### src/rtl/snax_csr_mgr_pkg.sv
// Shared types and index helpers for the SNAX CSR manager.
// The commit register is the last RW index, and the RO registers are mapped directly after the RW registers.
package snax_csr_mgr_pkg;

    localparam int unsigned DefRegRWCount   = 3;
    localparam int unsigned DefRegROCount   = 2;
    localparam int unsigned DefRegDataWidth = 32;
    localparam int unsigned DefRegAddrWidth = 32;

    typedef enum logic [0:0] {
        IDLE,
        COMMIT
    } state_e;

    function automatic int unsigned commit_idx(input int unsigned rw_count);
        return rw_count - 1;
    endfunction

    function automatic int unsigned ro_base(input int unsigned rw_count);
        return rw_count;
    endfunction

endpackage

### src/rtl/snax_csr_mgr_if.sv
// Interface that bundles the core-side CSR request/response signals with the accelerator register-set signals.
// The slave modport is the manager's view; the master modport is the view of the core and the accelerator.
interface snax_csr_mgr_if
    import snax_csr_mgr_pkg::*;
#(
    parameter int unsigned RegRWCount   = DefRegRWCount,
    parameter int unsigned RegROCount   = DefRegROCount,
    parameter int unsigned RegDataWidth = DefRegDataWidth,
    parameter int unsigned RegAddrWidth = DefRegAddrWidth
) ();

    logic [RegAddrWidth-1:0]                 csr_req_addr_i;
    logic [RegDataWidth-1:0]                 csr_req_data_i;
    logic                                    csr_req_write_i;
    logic                                    csr_req_valid_i;
    logic                                    csr_req_ready_o;
    logic [RegDataWidth-1:0]                 csr_rsp_data_o;
    logic                                    csr_rsp_valid_o;
    logic                                    csr_rsp_ready_i;
    logic [RegRWCount-1:0][RegDataWidth-1:0] csr_reg_set_o;
    logic                                    csr_reg_set_valid_o;
    logic                                    csr_reg_set_ready_i;
    logic [RegROCount-1:0][RegDataWidth-1:0] csr_reg_ro_set_i;

    modport slave (
        input  csr_req_addr_i, csr_req_data_i, csr_req_write_i, csr_req_valid_i,
        output csr_req_ready_o,
        output csr_rsp_data_o, csr_rsp_valid_o,
        input  csr_rsp_ready_i,
        output csr_reg_set_o, csr_reg_set_valid_o,
        input  csr_reg_set_ready_i, csr_reg_ro_set_i
    );

    modport master (
        output csr_req_addr_i, csr_req_data_i, csr_req_write_i, csr_req_valid_i,
        input  csr_req_ready_o,
        input  csr_rsp_data_o, csr_rsp_valid_o,
        output csr_rsp_ready_i,
        input  csr_reg_set_o, csr_reg_set_valid_o,
        output csr_reg_set_ready_i, csr_reg_ro_set_i
    );

endinterface

### src/rtl/snax_csr_mgr.sv
// CSR manager: keeps shadow copies of the RW registers and pushes the whole set to the accelerator when the commit index is written.
// Reads return either a shadow value or a live RO value through a one-entry response slot.
module snax_csr_mgr
    import snax_csr_mgr_pkg::*;
#(
    parameter int unsigned RegRWCount   = DefRegRWCount,
    parameter int unsigned RegROCount   = DefRegROCount,
    parameter int unsigned RegDataWidth = DefRegDataWidth,
    parameter int unsigned RegAddrWidth = DefRegAddrWidth
) (
    input logic           clk_i,
    input logic           rst_i,
    snax_csr_mgr_if.slave csr
);

    localparam int unsigned CommitIdx = commit_idx(RegRWCount);
    localparam int unsigned RoBase    = ro_base(RegRWCount);

    state_e                                  state_q, state_d;
    logic [RegRWCount-1:0][RegDataWidth-1:0] shadow_q, shadow_d;
    logic [RegRWCount-1:0][RegDataWidth-1:0] set_q, set_d;
    logic                                    set_valid_q, set_valid_d;
    logic [RegDataWidth-1:0]                 rsp_data_q, rsp_data_d;
    logic                                    rsp_valid_q, rsp_valid_d;
    logic                                    req_ready;
    logic                                    accept;

    always_comb begin
        state_d     = state_q;
        shadow_d    = shadow_q;
        set_d       = set_q;
        set_valid_d = set_valid_q;
        rsp_data_d  = rsp_data_q;
        rsp_valid_d = rsp_valid_q;

        req_ready = (state_q == IDLE) && (!rsp_valid_q || csr.csr_rsp_ready_i);
        accept    = csr.csr_req_valid_i && req_ready;

        if (rsp_valid_q && csr.csr_rsp_ready_i) begin
            rsp_valid_d = 1'b0;
        end

        unique case (state_q)
            IDLE: begin
                if (accept && csr.csr_req_write_i) begin
                    for (int unsigned i = 0; i < RegRWCount; i++) begin
                        if (csr.csr_req_addr_i == RegAddrWidth'(i)) begin
                            shadow_d[i] = csr.csr_req_data_i;
                        end
                    end
                    // The committed set must include the value written in this same cycle.
                    if (csr.csr_req_addr_i == RegAddrWidth'(CommitIdx)) begin
                        set_d       = shadow_d;
                        set_valid_d = 1'b1;
                        state_d     = COMMIT;
                    end
                end
            end
            COMMIT: begin
                if (csr.csr_reg_set_ready_i) begin
                    set_valid_d = 1'b0;
                    state_d     = IDLE;
                end
            end
            default: state_d = IDLE;
        endcase

        if (accept && !csr.csr_req_write_i) begin
            rsp_valid_d = 1'b1;
            rsp_data_d  = '0;
            for (int unsigned i = 0; i < RegRWCount; i++) begin
                if (csr.csr_req_addr_i == RegAddrWidth'(i)) begin
                    rsp_data_d = shadow_q[i];
                end
            end
            for (int unsigned j = 0; j < RegROCount; j++) begin
                if (csr.csr_req_addr_i == RegAddrWidth'(RoBase + j)) begin
                    rsp_data_d = csr.csr_reg_ro_set_i[j];
                end
            end
        end
    end

    always_ff @(posedge clk_i or posedge rst_i) begin
        if (rst_i) begin
            state_q     <= IDLE;
            shadow_q    <= '0;
            set_q       <= '0;
            set_valid_q <= 1'b0;
            rsp_data_q  <= '0;
            rsp_valid_q <= 1'b0;
        end else begin
            state_q     <= state_d;
            shadow_q    <= shadow_d;
            set_q       <= set_d;
            set_valid_q <= set_valid_d;
            rsp_data_q  <= rsp_data_d;
            rsp_valid_q <= rsp_valid_d;
        end
    end

    assign csr.csr_req_ready_o     = req_ready;
    assign csr.csr_rsp_data_o      = rsp_data_q;
    assign csr.csr_rsp_valid_o     = rsp_valid_q;
    assign csr.csr_reg_set_o       = set_q;
    assign csr.csr_reg_set_valid_o = set_valid_q;

endmodule

### src/flat_wrapper.sv
// flat-port wrapper written by rule: the top's interface ports become plain ports
module snax_csr_mgr_flat import snax_csr_mgr_pkg::*;
#(
    parameter int unsigned RegRWCount   = DefRegRWCount,
    parameter int unsigned RegROCount   = DefRegROCount,
    parameter int unsigned RegDataWidth = DefRegDataWidth,
    parameter int unsigned RegAddrWidth = DefRegAddrWidth
)
  (clk_i, rst_i, csr_csr_req_addr_i, csr_csr_req_data_i, csr_csr_req_write_i, csr_csr_req_valid_i, csr_csr_req_ready_o, csr_csr_rsp_data_o, csr_csr_rsp_valid_o, csr_csr_rsp_ready_i, csr_csr_reg_set_o, csr_csr_reg_set_valid_o, csr_csr_reg_set_ready_i, csr_csr_reg_ro_set_i);
  snax_csr_mgr_if #(.RegRWCount(RegRWCount), .RegROCount(RegROCount), .RegDataWidth(RegDataWidth), .RegAddrWidth(RegAddrWidth)) csr_i ();
  input logic clk_i;
  input logic rst_i;
  input wire logic [$bits(csr_i.csr_req_addr_i)-1:0] csr_csr_req_addr_i;
  input wire logic [$bits(csr_i.csr_req_data_i)-1:0] csr_csr_req_data_i;
  input wire logic [$bits(csr_i.csr_req_write_i)-1:0] csr_csr_req_write_i;
  input wire logic [$bits(csr_i.csr_req_valid_i)-1:0] csr_csr_req_valid_i;
  output wire logic [$bits(csr_i.csr_req_ready_o)-1:0] csr_csr_req_ready_o;
  output wire logic [$bits(csr_i.csr_rsp_data_o)-1:0] csr_csr_rsp_data_o;
  output wire logic [$bits(csr_i.csr_rsp_valid_o)-1:0] csr_csr_rsp_valid_o;
  input wire logic [$bits(csr_i.csr_rsp_ready_i)-1:0] csr_csr_rsp_ready_i;
  output wire logic [$bits(csr_i.csr_reg_set_o)-1:0] csr_csr_reg_set_o;
  output wire logic [$bits(csr_i.csr_reg_set_valid_o)-1:0] csr_csr_reg_set_valid_o;
  input wire logic [$bits(csr_i.csr_reg_set_ready_i)-1:0] csr_csr_reg_set_ready_i;
  input wire logic [$bits(csr_i.csr_reg_ro_set_i)-1:0] csr_csr_reg_ro_set_i;
  assign csr_i.csr_req_addr_i = csr_csr_req_addr_i;
  assign csr_i.csr_req_data_i = csr_csr_req_data_i;
  assign csr_i.csr_req_write_i = csr_csr_req_write_i;
  assign csr_i.csr_req_valid_i = csr_csr_req_valid_i;
  assign csr_csr_req_ready_o = csr_i.csr_req_ready_o;
  assign csr_csr_rsp_data_o = csr_i.csr_rsp_data_o;
  assign csr_csr_rsp_valid_o = csr_i.csr_rsp_valid_o;
  assign csr_i.csr_rsp_ready_i = csr_csr_rsp_ready_i;
  assign csr_csr_reg_set_o = csr_i.csr_reg_set_o;
  assign csr_csr_reg_set_valid_o = csr_i.csr_reg_set_valid_o;
  assign csr_i.csr_reg_set_ready_i = csr_csr_reg_set_ready_i;
  assign csr_i.csr_reg_ro_set_i = csr_csr_reg_ro_set_i;
  snax_csr_mgr #(.RegRWCount(RegRWCount), .RegROCount(RegROCount), .RegDataWidth(RegDataWidth), .RegAddrWidth(RegAddrWidth)) u_core (.clk_i(clk_i), .rst_i(rst_i), .csr(csr_i));
endmodule
### config.mk
export PLATFORM = sky130hd
export DESIGN_NAME = snax_csr_mgr_flat
export DESIGN_NICKNAME = d
export VERILOG_FILES = /design/src/rtl/snax_csr_mgr_pkg.sv /design/src/rtl/snax_csr_mgr_if.sv /design/src/rtl/snax_csr_mgr.sv /design/src/flat_wrapper.sv
export SDC_FILE = /design/constraint.sdc
export NUM_CORES = 1
export LEC_CHECK = 0
export BUFFER_PORTS_ARGS = -buffer_cell sky130_fd_sc_hd__buf_2
export CORE_MARGIN = 2
export CORE_UTILIZATION = 40
export DETAILED_ROUTE_END_ITERATION = 8
export HOLD_SLACK_MARGIN = 0.15
export PLACE_DENSITY = 0.68
export REMOVE_ABC_BUFFERS = 1
export SYNTH_ARGS = -nofsm -noshare
export SYNTH_HDL_FRONTEND = slang
export SYNTH_SLANG_ARGS = --single-unit
### constraint.sdc
create_clock -name clk_i -period 8.1 [get_ports clk_i]
set_input_delay 0.405 -clock clk_i [delete_from_list [all_inputs] [get_ports clk_i]]
set_output_delay 0.405 -clock clk_i [all_outputs]
set_load 0.05 [all_outputs]
Yosys cells after proc, flatten, opt, wreduce, memory -nomap -nowiden
Cells that the tools add are included.
- eq/ne operators: 7
- muxes and demuxes: 18
- bitwise gates (word level): 1
- reductions and logical operators: 13
- operator list (operator ; count):
    $mux 32 ; 8
    $eq 32x2->1 const B ; 2
    $eq 32x1->1 const B ; 1
    $eq 32x3->1 const B ; 1
    $logic_not 32->1 ; 1
    $mux 1 ; 8
    $ne 2x2->1 const B ; 3
    $reduce_and 3->1 ; 2
    $logic_and 1x1->1 ; 5
    $pmux 1 s2 ; 2
    $logic_not 1->1 ; 2
    $reduce_and 2->1 ; 1
    $reduce_bool 2->1 ; 1
    $logic_or 1x1->1 ; 1
    $not 1->1 ; 1
- bits in registers: 227
- input bits: 134
- output and inout bits: 131

Longest topological paths before layout
Gate-level depths: netlist (run 1).
- depth in word-level cells: 7
- gate-level depth with buffers: 6
- mapped depth without buffers: 4

Worst setup path after synthesis (run 1)
Ideal clock, no wire load.
- kind: flip-flop to flip-flop
- from: register u_core.rsp_valid_q (netlist: u_core.csr.csr_rsp_valid_o)
- to: register u_core.shadow_q[51] (netlist bit)
- library setup time: 0.125 ns
- arrival time: 2.237 ns
- data required time: 7.975 ns
- path slack: 5.738 ns
- stages on the path, launching flop included: 6
- buffers on the path: 1
- clock period less this slack: 2.362 ns
- cells stage by stage: dfrtp_1 > nor2b_1 > or4b_4 > nor4_4 > buf_6 > mux2_2
- cells in the longest elaborated chain, start to end: 6
- ends and longest elaborated chain (item ; line ; text):
    start: declaration ; snax_csr_mgr.sv:24 ; logic rsp_valid_q, rsp_valid_d;
    start signal: assignment ; snax_csr_mgr.sv:98 ; rsp_valid_q <= rsp_valid_d;
    $logic_not 1->1 ; snax_csr_mgr.sv:36 ; req_ready = (state_q == IDLE) && (!rsp_valid_q || csr.csr_rsp_ready_i);
    $logic_or 1x1->1 ; snax_csr_mgr.sv:36 ;
    $logic_and 1x1->1 ; snax_csr_mgr.sv:36 ;
    $logic_and 1x1->1 ; snax_csr_mgr.sv:37 ; accept = csr.csr_req_valid_i && req_ready;
    $logic_and 1x1->1 ; snax_csr_mgr.sv:45 ; if (accept && csr.csr_req_write_i) begin
    $reduce_and 2->1 (no line) ; - ;
    end signal: assignment ; snax_csr_mgr.sv:94 ; shadow_q <= shadow_d;
    end: declaration ; snax_csr_mgr.sv:20 ; logic [RegRWCount-1:0][RegDataWidth-1:0] shadow_q, shadow_d;
Every way passes these cells.
A chain may end at the register's enable or synchronous reset.

Worst setup path in the final report (run 1)
- from: input port csr_csr_req_addr_i[2]
- to: register u_core.set_q, in the netlist u_core.csr.csr_reg_set_o[89]
- cells in the longest elaborated chain, start to end: 2
- ends and longest elaborated chain (item ; line ; text):
    start: declaration ; flat_wrapper.sv:13 ; input wire logic [$bits(csr_i.csr_req_addr_i)-1:0] csr_csr_req_addr_i;
    $eq 32x2->1 (*) ; snax_csr_mgr.sv:47, snax_csr_mgr.sv:52 ;
    $reduce_and 3->1 (no line) or $mux 32 (tied branches) ; - ;
    end signal: assignment ; snax_csr_mgr.sv:95 ; set_q <= set_d;
    end: declaration ; snax_csr_mgr.sv:21 ; logic [RegRWCount-1:0][RegDataWidth-1:0] set_q, set_d;
Mark *: on every way between the ends. The rest lies on a longest branch, timed or not.

==> results of run 1 <==
-- repair_timing --
item,in CTS,in global routing
endpoints found under the hold margin,104,0
resized for setup,0,0
hold buffers,6,0
-- registers in the layout, indices dropped and copies added, names as in the netlist --
register / flops
u_core.csr.csr_rsp_data_o: 32
u_core.state_q: 1
u_core.csr.csr_rsp_valid_o: 1
u_core.csr.csr_reg_set_valid_o: 1
u_core.csr.csr_reg_set_o: 96
u_core.shadow_q: 96
-- worst max path at each step --
stage / from / endpoint / slack [ns] / cells past startpoint
floorplan: rst_i / u_core.csr.csr_reg_set_o[0]$_DFFE_PP0P_ / 1.48 / 1
global placement: csr_csr_req_addr_i[2] / u_core.csr.csr_reg_set_o[89]$_DFFE_PP0P_ / 4.90 / 7
detailed placement: csr_csr_req_addr_i[2] / u_core.csr.csr_reg_set_o[89]$_DFFE_PP0P_ / 4.88 / 7
CTS: csr_csr_req_addr_i[2] / u_core.csr.csr_reg_set_o[89]$_DFFE_PP0P_ / 5.41 / 7
global route: csr_csr_req_addr_i[2] / u_core.shadow_q[69]$_DFFE_PP0P_ / 5.27 / 7
finish: csr_csr_req_addr_i[2] / u_core.csr.csr_reg_set_o[89]$_DFFE_PP0P_ / 5.35 / 7
-- metal layers --
layer,track usage,vias to the layer above,wire (um)
met5,0,-,0
met4,0.0414,0,510
met3,0.0452,33,1640
met2,0.296,216,10900
met1,0.228,3254,9510
li1,-,2914,-
-- final cells by class --
cell class / instances / share of cell area
clock inverters: 9 / 0.0101
flip-flops and latches: 227 / 0.466
repair buffers: 281 / 0.120
well taps: 324 / 0.0332
clock buffers: 34 / 0.0582
multi-input cells: 381 / 0.311
inverters: 2 / 0.00123
-- cell families (layout without fill, tap and decap cells) --
family                 count (synthesis)  count (layout)  share of synthesized area
DFF                                  227             227                      0.581
muxes                                226             226                      0.296
and+or+nand+nor                       89              89                     0.0538
AOI/OAI and AO/OA                     66              66                     0.0384
buffers and inverters                 47             326                     0.0307
-- cell usage after synthesis (all sizes together) --
cell type / number / area [um2]
nor4b: 1 / 23.8
mux4: 31 / 698
a31oi: 31 / 194
nor2: 4 / 15.0
nand2: 34 / 128
nor4: 8 / 80.1
nor2b: 32 / 200
inv: 2 / 7.51
or3: 1 / 6.26
dfrtp: 227 / 5680
nand2b: 4 / 25.0
o21ai: 32 / 160
mux2: 192 / 2160
buf: 25 / 218
or4b: 2 / 23.8
nor3: 1 / 5.00
a21o: 2 / 15.0
o22ai: 1 / 6.26
clkbuf: 20 / 75.1
nand4: 2 / 18.8
mux2i: 3 / 30.0
-- report_power, final --
group          total, mW  leakage [nW]  internal [mW]  switching, mW
clock               1.14         0.411          0.703          0.437
combinational      0.121          2.97         0.0470         0.0735
sequential          1.13          3.17           1.13       0.000195
total               2.40          6.56           1.88          0.511
-- layout by cell type (no fill, tap or decap), drive strengths merged --
cell type and count:
nand2b 4, dlygate4sd3 6, or3 1, clkbuf 34, nor3 1, clkinv 5
buf 275, o21ai 32, inv 2, nor2 4, or4b 2, mux2i 3
nand2 34, nand4 2, nor4 8, mux2 192, bufinv 3, a31oi 31
dfrtp 227, clkinvlp 1, mux4 31, nor4b 1, nor2b 32, o22ai 1
a21o 2
-- stage by stage --
step                      total power [mW]   util  instance area (um2)  hold slack, ns  cells
after global routing                  2.48  0.504                12200           0.153   1258
final                                 2.40  0.504                12200           0.166   1258
after detailed placement              1.28  0.468                11300           0.467   1209
after floorplan                       1.20      -                 9480           0.453    610
after global placement                1.28  0.468                11300           0.457   1209
after CTS                             2.43  0.504                12200           0.150   1258
==> metrics.txt, run 1 <==
# TYPE chip_impl_metric gauge
chip_impl_info{name="outcome",value="finished clean"} 1
chip_impl_metric{name="post_synth_inst_count",unit=""} 655
chip_impl_info{name="worst_setup_path_end_kind",value="flip-flop"} 1
chip_impl_metric{name="yosys_register_bits",unit=""} 227
chip_impl_metric{name="global_route.usage.total",unit=""} 0.175
chip_impl_metric{name="worst_ep_required_time",unit="ns"} 8.49
chip_impl_metric{name="multi_input_comb_area",unit="um2"} 3800
chip_impl_metric{name="p_leak",unit="nW"} 6.56
chip_impl_info{name="timing.critical_path.from_type",value="primary input"} 1
chip_impl_metric{name="reg2reg_setup_slack",unit="ns"} 5.44
chip_impl_info{name="crit-reg2reg-launch",value="u_core.csr.csr_rsp_valid_o$_DFFE_PP0P_"} 1
chip_impl_info{name="worst_hold_path_type",value="in -> reg"} 1
chip_impl_metric{name="routed-via-count",unit=""} 6417
chip_impl_info{name="path_delay_family",value="buffers and inverters"} 1
chip_impl_metric{name="critical-path-max-stage-delay",unit="ns"} 0.76
chip_impl_info{name="path_common_cell",value="buf_4"} 1
chip_impl_metric{name="final.setup_skew",unit="ns"} 0.00508
chip_impl_metric{name="report.final.setup_viol",unit=""} 0
chip_impl_metric{name="area_growth_syn_to_layout",unit="%"} 24.8
chip_impl_info{name="cts.root.buffer_cell",value="clkbuf_16"} 1
chip_impl_metric{name="critPathArrivalTime",unit="ns"} 3.14
chip_impl_info{name="hold_path_start",value="csr_csr_req_data_i[8]"} 1
chip_impl_metric{name="nets_finish",unit=""} 1051
chip_impl_info{name="critical_path.reg2reg.endpoint",value="u_core.csr.csr_reg_set_o[89]$_DFFE_PP0P_"} 1
chip_impl_metric{name="post_route_cells_drive_above_1_share",unit=""} 0.476
chip_impl_metric{name="cts.reportedPaths.clkPinSlew",unit="ns"} 0.06
chip_impl_metric{name="boundaryPins",unit=""} 265
chip_impl_metric{name="synth.yosys.seq_area_share",unit=""} 0.581
chip_impl_metric{name="finalWorstSetupSlack",unit="ns"} 5.35
chip_impl_metric{name="via_count_of_the_first_global_routing_pass",unit=""} 6640
chip_impl_metric{name="post_detailed_route_via_to_cell_ratio",unit=""} 5.10
chip_impl_metric{name="maxCapViolCount",unit=""} 0
chip_impl_metric{name="worstSkewPairLatency",unit="ns"} 0.51
chip_impl_metric{name="timing.max_slew.rel_slack",unit=""} 0.317
chip_impl_metric{name="design.die.area",unit="um2"} 25700
chip_impl_metric{name="grt_first_pass_wirelength",unit="um"} 36000
chip_impl_metric{name="post_synth_instance_area",unit="um2"} 9770
chip_impl_metric{name="core_region_area",unit="um2"} 24200
chip_impl_metric{name="drc_violation_count_after_routing",unit=""} 0
chip_impl_metric{name="drt_first_pass_iters",unit=""} 4
chip_impl_metric{name="post-cts-setup-buffer-count",unit=""} 0
chip_impl_metric{name="synth-warning-count",unit=""} 0
chip_impl_info{name="timing.critical_path.cells",value="buf_2 -> buf_4 -> nand2b_1 -> or4b_4 -> nor4_4 -> buf_4 -> mux2_2"} 1
chip_impl_metric{name="worst_hold_path.num_cells",unit=""} 2
chip_impl_metric{name="worst_ir_drop_vdd",unit="V"} 0.000136
chip_impl_metric{name="antenna_violating_nets_post_route",unit=""} 0
chip_impl_metric{name="chipHeight",unit="um"} 160
chip_impl_info{name="cpMaxStageDelayCell",value="buf_4"} 1
chip_impl_metric{name="gp_congestion",unit=""} 0.733
chip_impl_metric{name="n_antenna_cell",unit=""} 0
chip_impl_metric{name="r2r.worst_path.cells",unit=""} 5
chip_impl_metric{name="cts_buffers",unit=""} 24
chip_impl_metric{name="setup-tns-final",unit="ns"} 0
chip_impl_metric{name="initial_antenna_violation_count",unit=""} 0
chip_impl_metric{name="final_hold_viol_count",unit=""} 0
chip_impl_metric{name="pre_cts_slack",unit="ns"} 4.88
chip_impl_metric{name="power_per_cell_area",unit="nW/um2"} 196
chip_impl_metric{name="die_w",unit="um"} 160
chip_impl_metric{name="cts_max_level",unit=""} 1
chip_impl_metric{name="initial_utilization",unit=""} 0.404
chip_impl_metric{name="grt_start_max_net_pins",unit=""} 101
chip_impl_metric{name="std_cell_rows",unit=""} 57
chip_impl_info{name="grt_setup_unrepaired",value="no"} 1
chip_impl_metric{name="initialDrtViolationCount",unit=""} 319
chip_impl_metric{name="timing.final.max_slew_violations",unit=""} 0
chip_impl_metric{name="worstMarginPinSlew",unit="ns"} 1.02
chip_impl_metric{name="unique_masters_post_synth",unit=""} 29
chip_impl_metric{name="grt_overflow",unit=""} 0
chip_impl_metric{name="hpwl",unit="um"} 14600
chip_impl_info{name="tritoncts",value="yes"} 1
chip_impl_metric{name="max-clock-path-buffers",unit=""} 3
chip_impl_info{name="whs_endpoint",value="u_core.csr.csr_reg_set_o[72]$_DFFE_PP0P_"} 1
chip_impl_metric{name="ff_latch_area",unit="um2"} 5680
chip_impl_metric{name="critical_path_buf_inv_count",unit=""} 3
chip_impl_metric{name="fin_crit_sh",unit=""} 0.339
chip_impl_metric{name="cts_num_sinks",unit=""} 227
chip_impl_metric{name="syn-mean-instance-area",unit="um2"} 14.9
chip_impl_metric{name="timing.critical_path.fanout_max",unit=""} 69
chip_impl_metric{name="routed_wl",unit="um"} 22600
chip_impl_info{name="worst-setup-path-type",value="in -> reg"} 1
chip_impl_metric{name="finalWorstPathRequiredPeriod",unit="ns"} 2.75
chip_impl_metric{name="routed_wire_length_per_instance",unit="um"} 17.9
chip_impl_metric{name="fmaxAchievable",unit="MHz"} 364
chip_impl_metric{name="io_buffers",unit=""} 264
chip_impl_metric{name="fill_cells",unit=""} 2127
Power figures use the tool's default switching activity.
==> inputs of run 2 (changes only) <==
--- a/config.mk
+++ b/config.mk
@@ -5,12 +5,13 @@
 export SDC_FILE = /design/constraint.sdc
 export NUM_CORES = 1
 export LEC_CHECK = 0
+export ABC_AREA = 1
 export BUFFER_PORTS_ARGS = -buffer_cell sky130_fd_sc_hd__buf_2
 export CORE_MARGIN = 2
 export CORE_UTILIZATION = 40
 export DETAILED_ROUTE_END_ITERATION = 8
 export HOLD_SLACK_MARGIN = 0.15
-export PLACE_DENSITY = 0.68
+export PLACE_DENSITY = 0.69
 export REMOVE_ABC_BUFFERS = 1
 export SYNTH_ARGS = -nofsm -noshare
 export SYNTH_HDL_FRONTEND = slang
==> constraint.sdc (replaced) <==
create_clock -name clk_i -period 2.35 [get_ports clk_i]
set_input_delay 0.1175 -clock clk_i [delete_from_list [all_inputs] [get_ports clk_i]]
set_output_delay 0.1175 -clock clk_i [all_outputs]
set_load 0.05 [all_outputs]
==> run 2 against run 1 <==
  * Sequential power increased to 3.5 times the previous value
  * Clock power rose to 3.8 times the previous value
  * Final cell count increased by 71%
  * Die area is 15% higher
  * Synthesized cell count grew 120%
  * Via count increased by 65%
  * Design area grew 22%
  * Worst hold slack better by 0.018 ns
  * Highest routed layer unchanged
  * Setup slack lost 5.0 ns
  * Critical path depth did not move
  * Utilization up 2.9 points
==> metrics.txt, run 2 <==
# TYPE chip_impl_metric gauge
chip_impl_info{name="outcome",value="finished clean"} 1
chip_impl_metric{name="max-clock-path-buffers",unit=""} 3
chip_impl_metric{name="timing.critical_path.fanout_max",unit=""} 65
chip_impl_metric{name="r2r.worst_path.cells",unit=""} 7
chip_impl_metric{name="synth.yosys.seq_area_share",unit=""} 0.505
chip_impl_metric{name="grt_overflow",unit=""} 0
chip_impl_metric{name="power",unit="mW"} 8.72
chip_impl_metric{name="final.setup_skew",unit="ns"} 0.0123
chip_impl_metric{name="drc_violation_count_after_routing",unit=""} 0
chip_impl_metric{name="initialDrtViolationCount",unit=""} 672
chip_impl_metric{name="grt_start_max_net_pins",unit=""} 97
chip_impl_metric{name="timing.final.max_slew_violations",unit=""} 0
chip_impl_metric{name="cts.reportedPaths.clkPinSlew",unit="ns"} 0.06
chip_impl_metric{name="routed_wl",unit="um"} 33300
chip_impl_metric{name="hold_buffers",unit=""} 99
chip_impl_info{name="path_common_cell",value="nand2_1"} 1
chip_impl_metric{name="async_reset_ff_frac",unit=""} 1.00
chip_impl_info{name="most-common-layout-cells",value="nand2_1, buf_2, dfrtp_1"} 1
chip_impl_metric{name="critical_path_buf_inv_count",unit=""} 2
chip_impl_metric{name="unique_masters_post_synth",unit=""} 23
chip_impl_metric{name="drt_first_pass_iters",unit=""} 5
chip_impl_metric{name="routed-via-count",unit=""} 10566
chip_impl_metric{name="maxCapViolCount",unit=""} 0
chip_impl_metric{name="antenna_violating_nets_post_route",unit=""} 0
chip_impl_metric{name="report.final.setup_viol",unit=""} 0
chip_impl_metric{name="post_route_cells_drive_above_1_share",unit=""} 0.237
chip_impl_metric{name="std_cell_rows",unit=""} 61
chip_impl_metric{name="initial_utilization",unit=""} 0.405
chip_impl_metric{name="initial_antenna_violation_count",unit=""} 0
chip_impl_metric{name="detailed_place.area",unit="um2"} 12900
chip_impl_metric{name="multi_input_comb_area",unit="um2"} 4530
chip_impl_metric{name="worst_ep_required_time",unit="ns"} 2.81
chip_impl_info{name="timing.critical_path.cells",value="a21oi_2 -> nand3b_1 -> buf_12 -> a21oi_1 -> nand2_1 -> dlygate4sd3_1 -> nand2_1"} 1
chip_impl_info{name="synthTopCellsByCount",value="nand2_1, dfrtp_1, inv_1"} 1
chip_impl_metric{name="met2_length",unit="um"} 15700
chip_impl_info{name="cpMaxStageDelayCell",value="dlygate4sd3_1"} 1
chip_impl_metric{name="syn-mean-instance-area",unit="um2"} 7.92
chip_impl_metric{name="post-cts-setup-buffer-count",unit=""} 0
chip_impl_info{name="worst_setup_path_end_kind",value="flip-flop"} 1
chip_impl_metric{name="core_region_area",unit="um2"} 27800
chip_impl_metric{name="post_detailed_route_via_to_cell_ratio",unit=""} 4.92
chip_impl_metric{name="post_synth_instance_area",unit="um2"} 11300
chip_impl_metric{name="routed_wire_length_per_instance",unit="um"} 15.5
chip_impl_metric{name="via_count_of_the_first_global_routing_pass",unit=""} 10322
chip_impl_info{name="cts.root.buffer_cell",value="clkbuf_16"} 1
chip_impl_metric{name="reg2reg_setup_slack",unit="ns"} 0.35
chip_impl_metric{name="worstSkewPairLatency",unit="ns"} 0.53
chip_impl_metric{name="gp_congestion",unit=""} 0.769
chip_impl_metric{name="cts.repair.resized",unit=""} 0
chip_impl_metric{name="fmaxAchievable",unit="MHz"} 499
chip_impl_info{name="critical_path.reg2reg.endpoint",value="u_core.csr.csr_rsp_data_o[25]$_DFFE_PP0P_"} 1
chip_impl_metric{name="ff_latch_area",unit="um2"} 5680
chip_impl_info{name="tritoncts",value="yes"} 1
chip_impl_metric{name="design.die.area",unit="um2"} 29500
chip_impl_info{name="path_delay_family",value="buffers and inverters"} 1
chip_impl_metric{name="p_leak",unit="nW"} 7.79
chip_impl_metric{name="fin_crit_sh",unit=""} 0.853
chip_impl_metric{name="n_antenna_cell",unit=""} 0
chip_impl_metric{name="io_buffers",unit=""} 264
chip_impl_info{name="layout_commonest_cell",value="nand2_1"} 1
chip_impl_info{name="synth_top_area_cells",value="dfrtp_1, nand2_1, a21oi_1"} 1
chip_impl_metric{name="worstMarginPinSlew",unit="ns"} 0.875
chip_impl_metric{name="die_w",unit="um"} 172
chip_impl_info{name="worst_hold_path_type",value="in -> async"} 1
chip_impl_metric{name="cts_num_sinks",unit=""} 227
chip_impl_metric{name="area_of_all_placed_cells_without_fillers",unit="um2"} 14800
chip_impl_metric{name="synth-warning-count",unit=""} 0
chip_impl_info{name="crit-reg2reg-launch",value="u_core.csr.csr_rsp_valid_o$_DFFE_PP0P_"} 1
chip_impl_metric{name="critical-path-max-stage-delay",unit="ns"} 0.58
chip_impl_metric{name="fill_cells",unit=""} 2621
chip_impl_metric{name="timing.max_slew.rel_slack",unit=""} 0.416
chip_impl_metric{name="critPathArrivalTime",unit="ns"} 2.46
chip_impl_metric{name="finalWorstPathRequiredPeriod",unit="ns"} 2.00
chip_impl_metric{name="boundaryPins",unit=""} 265
chip_impl_info{name="yosys.cell_count.top_type",value="nand2_1"} 1
chip_impl_metric{name="hpwl",unit="um"} 21000
chip_impl_info{name="cell_accounting_for_the_most_synthesized_area",value="dfrtp_1"} 1
chip_impl_metric{name="worst_ir_drop_vdd",unit="V"} 0.000463
chip_impl_metric{name="fin_hold_ws",unit="ns"} 0.184
chip_impl_info{name="grt_setup_unrepaired",value="no"} 1
chip_impl_info{name="timing.critical_path.from_type",value="flip-flop"} 1
chip_impl_metric{name="met3_wirelength",unit="um"} 2500
chip_impl_metric{name="cts_buffers",unit=""} 26
chip_impl_info{name="yosys_most_used_dff",value="dfrtp_1"} 1
chip_impl_info{name="route.top_layer_used",value="met4"} 1
chip_impl_metric{name="power_per_cell_area",unit="nW/um2"} 588
chip_impl_metric{name="drt-met1-wl",unit="um"} 14400
chip_impl_metric{name="grt_first_pass_wirelength",unit="um"} 52600
chip_impl_metric{name="nets_finish",unit=""} 1884
chip_impl_metric{name="cts_max_level",unit=""} 1
chip_impl_metric{name="final_hold_viol_count",unit=""} 0
chip_impl_metric{name="chipHeight",unit="um"} 172
chip_impl_metric{name="yosys_register_bits",unit=""} 227
chip_impl_info{name="worst-setup-path-type",value="reg -> reg"} 1
chip_impl_metric{name="number_of_flops_mapped_to_enable_cells_by_yosys",unit=""} 0
chip_impl_metric{name="post_synth_inst_count",unit=""} 1421
chip_impl_metric{name="global_route.usage.total",unit=""} 0.224
chip_impl_metric{name="area_growth_syn_to_layout",unit="%"} 31.7
chip_impl_metric{name="netlist.area_leader.share",unit=""} 0.505
[run 2: per-layer routing]
metal | vias up | track usage
li1 | 5214 | -
met1 | 4908 | 0.295
met2 | 392 | 0.384
met3 | 52 | 0.0389
met4 | 0 | 0.0581
met5 | - | 0
[run 2: where the power goes]
part	total (mW)	internal, mW	switching (mW)
logic	0.487	0.203	0.284
registers	3.91	3.91	0.00173
clock network	4.32	2.69	1.63
[run 2: worst max path at each step]
| stage | start | endpoint | slack, ns | cells past startpoint |
|---|---|---|---|---|
| 6_report | u_core.csr.csr_rsp_valid_o$_DFFE_PP0P_ | u_core.csr.csr_rsp_data_o[25]$_DFFE_PP0P_ | 0.35 | 7 |
| 5_1_grt | u_core.csr.csr_rsp_valid_o$_DFFE_PP0P_ | u_core.csr.csr_rsp_data_o[24]$_DFFE_PP0P_ | 0.26 | 7 |
| 2_1_floorplan | u_core.csr.csr_rsp_valid_o$_DFFE_PP0P_ | u_core.shadow_q[90]$_DFFE_PP0P_ | -4.98 | 5 |
| 3_3_place_gp | csr_csr_req_addr_i[0] | u_core.csr.csr_rsp_data_o[5]$_DFFE_PP0P_ | 0.51 | 10 |
| 3_5_place_dp | csr_csr_req_addr_i[13] | u_core.csr.csr_reg_set_o[94]$_DFFE_PP0P_ | 0.45 | 10 |
| 4_1_cts | u_core.csr.csr_rsp_valid_o$_DFFE_PP0P_ | u_core.csr.csr_rsp_data_o[24]$_DFFE_PP0P_ | 0.39 | 7 |
[run 2: layout make-up]
cell class	instances	share of cell area
clock buffers	35	0.0510
repair buffers	396	0.181
well taps	378	0.0319
flip-flops and latches	227	0.383
clock inverters	12	0.0113
inverters	140	0.0359
multi-input cells	959	0.306
[run 2: logic make-up after synthesis]
kind of cell / share of synthesized area
AO/OA/AOI/OAI: 0.184
AND/OR/NAND/NOR: 0.216
buffers and inverters: 0.0960
flip-flops: 0.505
[run 2: tightest hold or removal path: cells and delay by family]
family / cells / cell delay, ns
buffers and inverters: 3 / 1.01
[run 2: stage by stage]
stage	cells	TNS, ns	worst slack (ns)	util
after floorplan	1326	-1645.87	-4.98	-
after global placement	2001	0	0.511	0.465
after detailed placement	2001	0	0.454	0.465
after CTS	2147	0	0.388	0.534
after global routing	2147	0	0.255	0.534
final	2147	0	0.345	0.534
